**src/rtl/pmd901_pkg.sv**
```systemverilog
// Shared definitions for the PMD901 speed-ramp command stage.
// Optional build macro: PMD901_RAMP_FAULT_STOP_EN adds the FAULT state.
package pmd901_pkg;

  // Default speed word width (two's complement)
  localparam int SPEED_W = 16;

  // Ramp controller states; FAULT is only built with the fault-stop feature
  typedef enum logic [1:0] {
    ST_IDLE  = 2'd0,
    ST_RAMP  = 2'd1
`ifdef PMD901_RAMP_FAULT_STOP_EN
    ,
    ST_FAULT = 2'd2
`endif
  } state_e;

  // Clamp a signed value into [-lim, +lim]; done at 32 bits so any SPEED_W up to 32 fits
  function automatic logic signed [31:0] clamp_speed(input logic signed [31:0] v,
                                                     input logic signed [31:0] lim);
    if (v > lim) begin
      return lim;
    end else if (v < -lim) begin
      return -lim;
    end else begin
      return v;
    end
  endfunction

endpackage

```
**src/rtl/pmd901_tick_gen.sv**
```systemverilog
// Free-running tick generator: counts 0..TICK_CYCLES-1 and flags the wrap cycle.
module pmd901_tick_gen
#(
  parameter int TICK_CYCLES = 100000
)
(
  input  logic clk,
  input  logic rst,
  output logic tick
);
  import pmd901_pkg::*;

  localparam int CW = (TICK_CYCLES > 1) ? $clog2(TICK_CYCLES) : 1;
  localparam logic [CW-1:0] LAST = CW'(TICK_CYCLES - 1);

  logic [CW-1:0] cnt_q;
  logic [CW-1:0] cnt_d;

  assign tick = (cnt_q == LAST);

  // Next count: wrap to zero on the tick cycle, otherwise increment
  always_comb begin
    cnt_d = cnt_q + CW'(1);
    if (tick) begin
      cnt_d = '0;
    end
  end

  // Counter register; only reset restarts the phase
  always_ff @(posedge clk) begin
    if (rst) begin
      cnt_q <= '0;
    end else begin
      cnt_q <= cnt_d;
    end
  end

endmodule

```
**src/rtl/pmd901_speed_ramp.sv**
```systemverilog
// PMD901 speed-ramp command stage: accepts a signed setpoint, slews the applied
// speed toward it by a fixed step per tick and emits each applied value as a
// one-cycle write (wdata/we) for spi_top.
// Optional build macro: PMD901_RAMP_FAULT_STOP_EN -- when defined, the fault pin
// forces an immediate zero-speed write and holds the block in FAULT until released.
module pmd901_speed_ramp
#(
  parameter int                              SPEED_W     = pmd901_pkg::SPEED_W,
  parameter int                              TICK_CYCLES = 100000,
  parameter logic signed [SPEED_W-1:0]       SPEED_MAX   = 16'sd30000
)
(
  input  logic                      clk,
  input  logic                      rst,
  input  logic signed [SPEED_W-1:0] tgt_speed,
  input  logic                      tgt_valid,
  output logic                      tgt_ready,
  input  logic        [SPEED_W-1:0] step,
  input  logic                      fault,
  output logic signed [SPEED_W-1:0] wdata,
  output logic                      we,
  output logic signed [SPEED_W-1:0] cur_speed,
  output logic                      at_target,
  output logic                      busy
);
  import pmd901_pkg::*;

  // One extra bit so target - cur_speed never wraps
  localparam int DW = SPEED_W + 1;

  logic tick;

  state_e                    state_q,  state_d;
  logic signed [SPEED_W-1:0] cur_q,    cur_d;
  logic signed [SPEED_W-1:0] target_q, target_d;
  logic signed [SPEED_W-1:0] wdata_q,  wdata_d;
  logic                      we_q,     we_d;

  logic                      accept;
  logic signed [SPEED_W-1:0] tgt_clamped;
  logic        [SPEED_W-1:0] step_mag;
  logic signed [DW-1:0]      step_eff;
  logic signed [DW-1:0]      diff;
  logic signed [DW-1:0]      diff_abs;
  logic signed [DW-1:0]      ramp_sum;
  logic signed [SPEED_W-1:0] next_cur;

  pmd901_tick_gen #(
    .TICK_CYCLES (TICK_CYCLES)
  ) u_tick_gen (
    .clk  (clk),
    .rst  (rst),
    .tick (tick)
  );

`ifdef PMD901_RAMP_FAULT_STOP_EN
  assign tgt_ready = (state_q != ST_FAULT);
`else
  // The fault pin is kept on the port list but has no effect in this build
  logic unused_fault;
  assign unused_fault = fault;
  assign tgt_ready    = 1'b1;
`endif

  assign accept    = tgt_valid && tgt_ready;
  assign busy      = (state_q == ST_RAMP);
  assign at_target = (state_q == ST_IDLE);
  assign cur_speed = cur_q;
  assign wdata     = wdata_q;
  assign we        = we_q;

  // Setpoint clamp and one ramp step toward the currently latched target
  always_comb begin
    tgt_clamped = SPEED_W'(clamp_speed(32'(tgt_speed), 32'(SPEED_MAX)));
    step_mag    = (step == '0) ? SPEED_W'(1) : step;
    step_eff    = $signed({1'b0, step_mag});
    diff        = DW'(target_q) - DW'(cur_q);
    diff_abs    = diff[DW-1] ? -diff : diff;
    ramp_sum    = diff[DW-1] ? (DW'(cur_q) - step_eff) : (DW'(cur_q) + step_eff);
    next_cur    = (diff_abs <= step_eff) ? target_q : $signed(ramp_sum[SPEED_W-1:0]);
  end

  // Next-state logic: target capture, ramp updates on tick, optional fault stop
  always_comb begin
    state_d  = state_q;
    cur_d    = cur_q;
    target_d = target_q;
    wdata_d  = wdata_q;
    we_d     = 1'b0;

    // A setpoint taken on a tick cycle only affects the next tick
    if (accept) begin
      target_d = tgt_clamped;
    end

    case (state_q)
      ST_IDLE: begin
        if (target_q != cur_q) begin
          state_d = ST_RAMP;
        end
      end
      ST_RAMP: begin
        if (tick) begin
          cur_d   = next_cur;
          wdata_d = next_cur;
          we_d    = 1'b1;
          if (next_cur == target_q) begin
            state_d = ST_IDLE;
          end
        end
      end
`ifdef PMD901_RAMP_FAULT_STOP_EN
      ST_FAULT: begin
        if (!fault) begin
          state_d = ST_IDLE;
        end
      end
`endif
      default: begin
        state_d = ST_IDLE;
      end
    endcase

`ifdef PMD901_RAMP_FAULT_STOP_EN
    // Entering FAULT writes zero speed once; staying in FAULT writes nothing
    if (fault && (state_q != ST_FAULT)) begin
      cur_d    = '0;
      target_d = '0;
      wdata_d  = '0;
      we_d     = 1'b1;
      state_d  = ST_FAULT;
    end
`endif
  end

  // State and output registers; reset aborts any ramp without a write strobe
  always_ff @(posedge clk) begin
    if (rst) begin
      state_q  <= ST_IDLE;
      cur_q    <= '0;
      target_q <= '0;
      wdata_q  <= '0;
      we_q     <= 1'b0;
    end else begin
      state_q  <= state_d;
      cur_q    <= cur_d;
      target_q <= target_d;
      wdata_q  <= wdata_d;
      we_q     <= we_d;
    end
  end

endmodule
```
**config.mk**
```make
export PLATFORM = sky130hd
export DESIGN_NAME = pmd901_speed_ramp
export DESIGN_NICKNAME = d
export VERILOG_FILES = /design/src/rtl/pmd901_pkg.sv /design/src/rtl/pmd901_tick_gen.sv /design/src/rtl/pmd901_speed_ramp.sv
export SDC_FILE = /design/constraint.sdc
export NUM_CORES = 1
export LEC_CHECK = 0
export BUFFER_PORTS_ARGS = -buffer_cell sky130_fd_sc_hd__buf_4
export CAP_MARGIN = 10
export CORE_MARGIN = 2
export CORE_UTILIZATION = 60
export CTS_CLUSTER_SIZE = 40
export DETAILED_ROUTE_END_ITERATION = 8
export GPL_TIMING_DRIVEN = 0
export MAX_ROUTING_LAYER = met4
export PLACE_DENSITY = 0.82
export SLEW_MARGIN = 10
export SYNTH_ARGS = -nofsm -noshare
export SYNTH_HDL_FRONTEND = slang
export SYNTH_SLANG_ARGS = --single-unit
```
**constraint.sdc**
```tcl
create_clock -name clk -period 6.5 [get_ports clk]
set_clock_uncertainty 0.15 [all_clocks]
set_input_delay 0.325 -clock clk [delete_from_list [all_inputs] [get_ports clk]]
set_output_delay 0.325 -clock clk [all_outputs]
set_load 0.05 [all_outputs]
```
==> metrics.csv <==
metric,value,unit
final_hold_viol_count,0,
startpoint_type,flop,
ys.flop_type,dfxtp_1,
drv_slew,0,
synth_seq_cells,51,
fin_nets,948,
grtUsageTotal,32.7,%
dr.first_iter.drc_count,465,
die_x,104,um
max-slew-margin-rel,29.4,%
worstPathArrival,6060,ps
min_path_type,input pin to flop,
yosys_warnings,0,
holdWs,109,ps
area_delta_synth_final,12.8,%
ctsResizeCount,0,
cts_root_buffer,clkbuf_8,
p_leak,2.92,nW
dp_hpwl,14.4,mm
min_period,6020,ps
power.total,1.29,mW
final_layout_size_suffix_gt1_share,14.2,%
dpl-instance-area,6650,sq um
grt_pass1_vias,5735,
synth_edf_count,0,
totalWireLength,17.5,mm
critPathKind,flop to flop,
cts_buffers,5,
vdd_drop_max,165,uV
detail_route.wl_per_cell,17.6,um
setup_slack,478,ps
syn-num-nets,875,
cts.sinks,51,
ys_types,90,
postRouteAntennaNets,0,
drc_errors,0,
antenna_found_initial,0,
pwr_density_cell,192,nW/um^2
utilization,69.3,%
grt_max_degree,19,
vias_per_cell,6.17,
pre_cts_ws,497,ps
cp-end-kind,flop,
yosysSeqAreaShare,17.1,%
outcome,finished clean,
finalSetupTns,0,ps
ios,72,
clock_latency,310,ps
die_h,104,um
grt-ovfl-total,0,
fmax,166,MHz
fin_area,6750,sq um
post-cts-setup-buffers,0,
cts_buffer_depth,2,
required,6530,ps
postSynthCellCount,786,
setup_viol,0,
antennaDiodeCount,0,
grt_first_pass_wirelength,28.2,mm
vias,6127,
rows,36,
fin_cells,993,
cts_tree,done,
clk_pin_slew,100,ps
async_reset_ff_share,0,%
start_util,61.5,%
crit_fanout,10,
die_area,10800,sq um
rsz0062_at_grt,false,
holdBufCountCts,0,
tightest_slew,1050,ps
cts.htree.levels,2,
core_region_area,9730,sq um
fin_crit_sh,92.6,%
firstDrtPassIters,5,
port_buffers,67,
place_inst,986,
syn_avg_cell_area,7.61,sq um
syn_area,5980,sq um
gp_congestion,0.962,
maxCapViolCount,0,
## per-layer routing
| layer | track usage, % | vias to the layer above | routed length, um |
|---|---|---|---|
| met5 | - | - | 0 |
| met3 | 4.26 | 59 | 1230 |
| li1 | - | 2964 | - |
| met1 | 40.2 | 2840 | 7300 |
| met2 | 53.4 | 264 | 8170 |
| met4 | 15.3 | 0 | 765 |
## kinds of logic (layout without fill, tap and decap cells)
logic type / count (synthesis) / count (layout) / share of synthesized area (%)
adder cells (fa/ha/maj): 53 / 53 / 11.3
AO/OA/AOI/OAI: 190 / 190 / 22.5
buffers and inverters: 104 / 178 / 7.97
flip-flops: 51 / 51 / 17.1
other: 1 / 1 / 0.0627
AND/OR/NAND/NOR: 297 / 297 / 26.6
XOR/XNOR: 77 / 77 / 12.3
multiplexers: 13 / 13 / 2.20
## final timing paths
check                           slack [ps]  cells after the start                  end           startpoint
worst min register to register         330                      1  u_tick_gen.cnt_q[0]  u_tick_gen.cnt_q[0]
worst min-delay path                   110                      3          target_q[2]         tgt_speed[2]
worst max register to register         480                     21           state_q[0]             wdata[9]
worst max-delay path                   480                     21           state_q[0]             wdata[9]
## sequential cells by signal, summed over array words and instances, names as in the netlist
| name | count |
|---|---|
| state_q | 1 |
| u_tick_gen.cnt_q | 17 |
| we | 1 |
| target_q | 16 |
| wdata | 16 |
## synthesized netlist by cell type (all sizes together), types with 12 or more instances
cell type / number / area (sq um)
a21o: 22 / 165
a21oi: 44 / 224
a31oi: 19 / 119
and2: 12 / 75.1
buf: 23 / 171
clkbuf: 29 / 110
dfxtp: 51 / 1020
ha: 51 / 638
inv: 52 / 195
mux2i: 12 / 120
nand2: 52 / 195
nand2b: 19 / 119
nand3: 16 / 80.1
nand4: 21 / 138
nor2: 87 / 327
nor2b: 12 / 75.1
nor3: 19 / 100
nor4: 12 / 105
o21ai: 22 / 110
xnor2: 46 / 422
xor2: 28 / 245
## cells in the final DEF (no fill, tap or decap), types with 8 or more instances in the layout
master / instances
a21o_1: 22
xor2_1: 28
dfxtp_1: 51
nand3_1: 16
a31oi_1: 19
xnor2_1: 45
inv_1: 52
nor2b_1: 12
a21oi_1: 43
nor3_1: 18
o21ai_0: 20
ha_1: 51
nor4_1: 10
nand2b_1: 19
and3_1: 8
clkbuf_1: 27
nand2_1: 52
nand4_1: 20
a311oi_1: 8
o21a_1: 11
mux2i_1: 12
buf_4: 85
nor2_1: 86
and2_1: 11
## power by group
part           switching (mW)  internal [mW]
clock                   0.116         0.0795
combinational           0.458          0.306
sequential             0.0139          0.321
total                   0.588          0.707
## area by class of cell
type	instances	area, sq um
timing repair buffer	67	503
buffer	51	278
multi-input combinational	631	4490
tap	133	166
clock buffer	5	68.8
fill	849	2980
sequential	51	1020
clock inverter	3	26.3
inverter	52	195
## worst max-delay path: stages (launching register included)
cell and delay (ps):
dfxtp_1 500, inv_1 80, ha_1 350, a21o_1 280, a211o_1 310, a31oi_1 200
a21oi_1 120, nor2_2 370, clkbuf_1 430, a21oi_1 100, xnor2_1 320, ha_1 290
clkbuf_1 210, a21o_1 220, a311oi_1 290, o211ai_1 200, a2111oi_0 500, nand4_1 160
nor4_1 290, nand4_1 190, nor4_1 260, a211oi_2 50
Power figures use the tool's default switching activity.
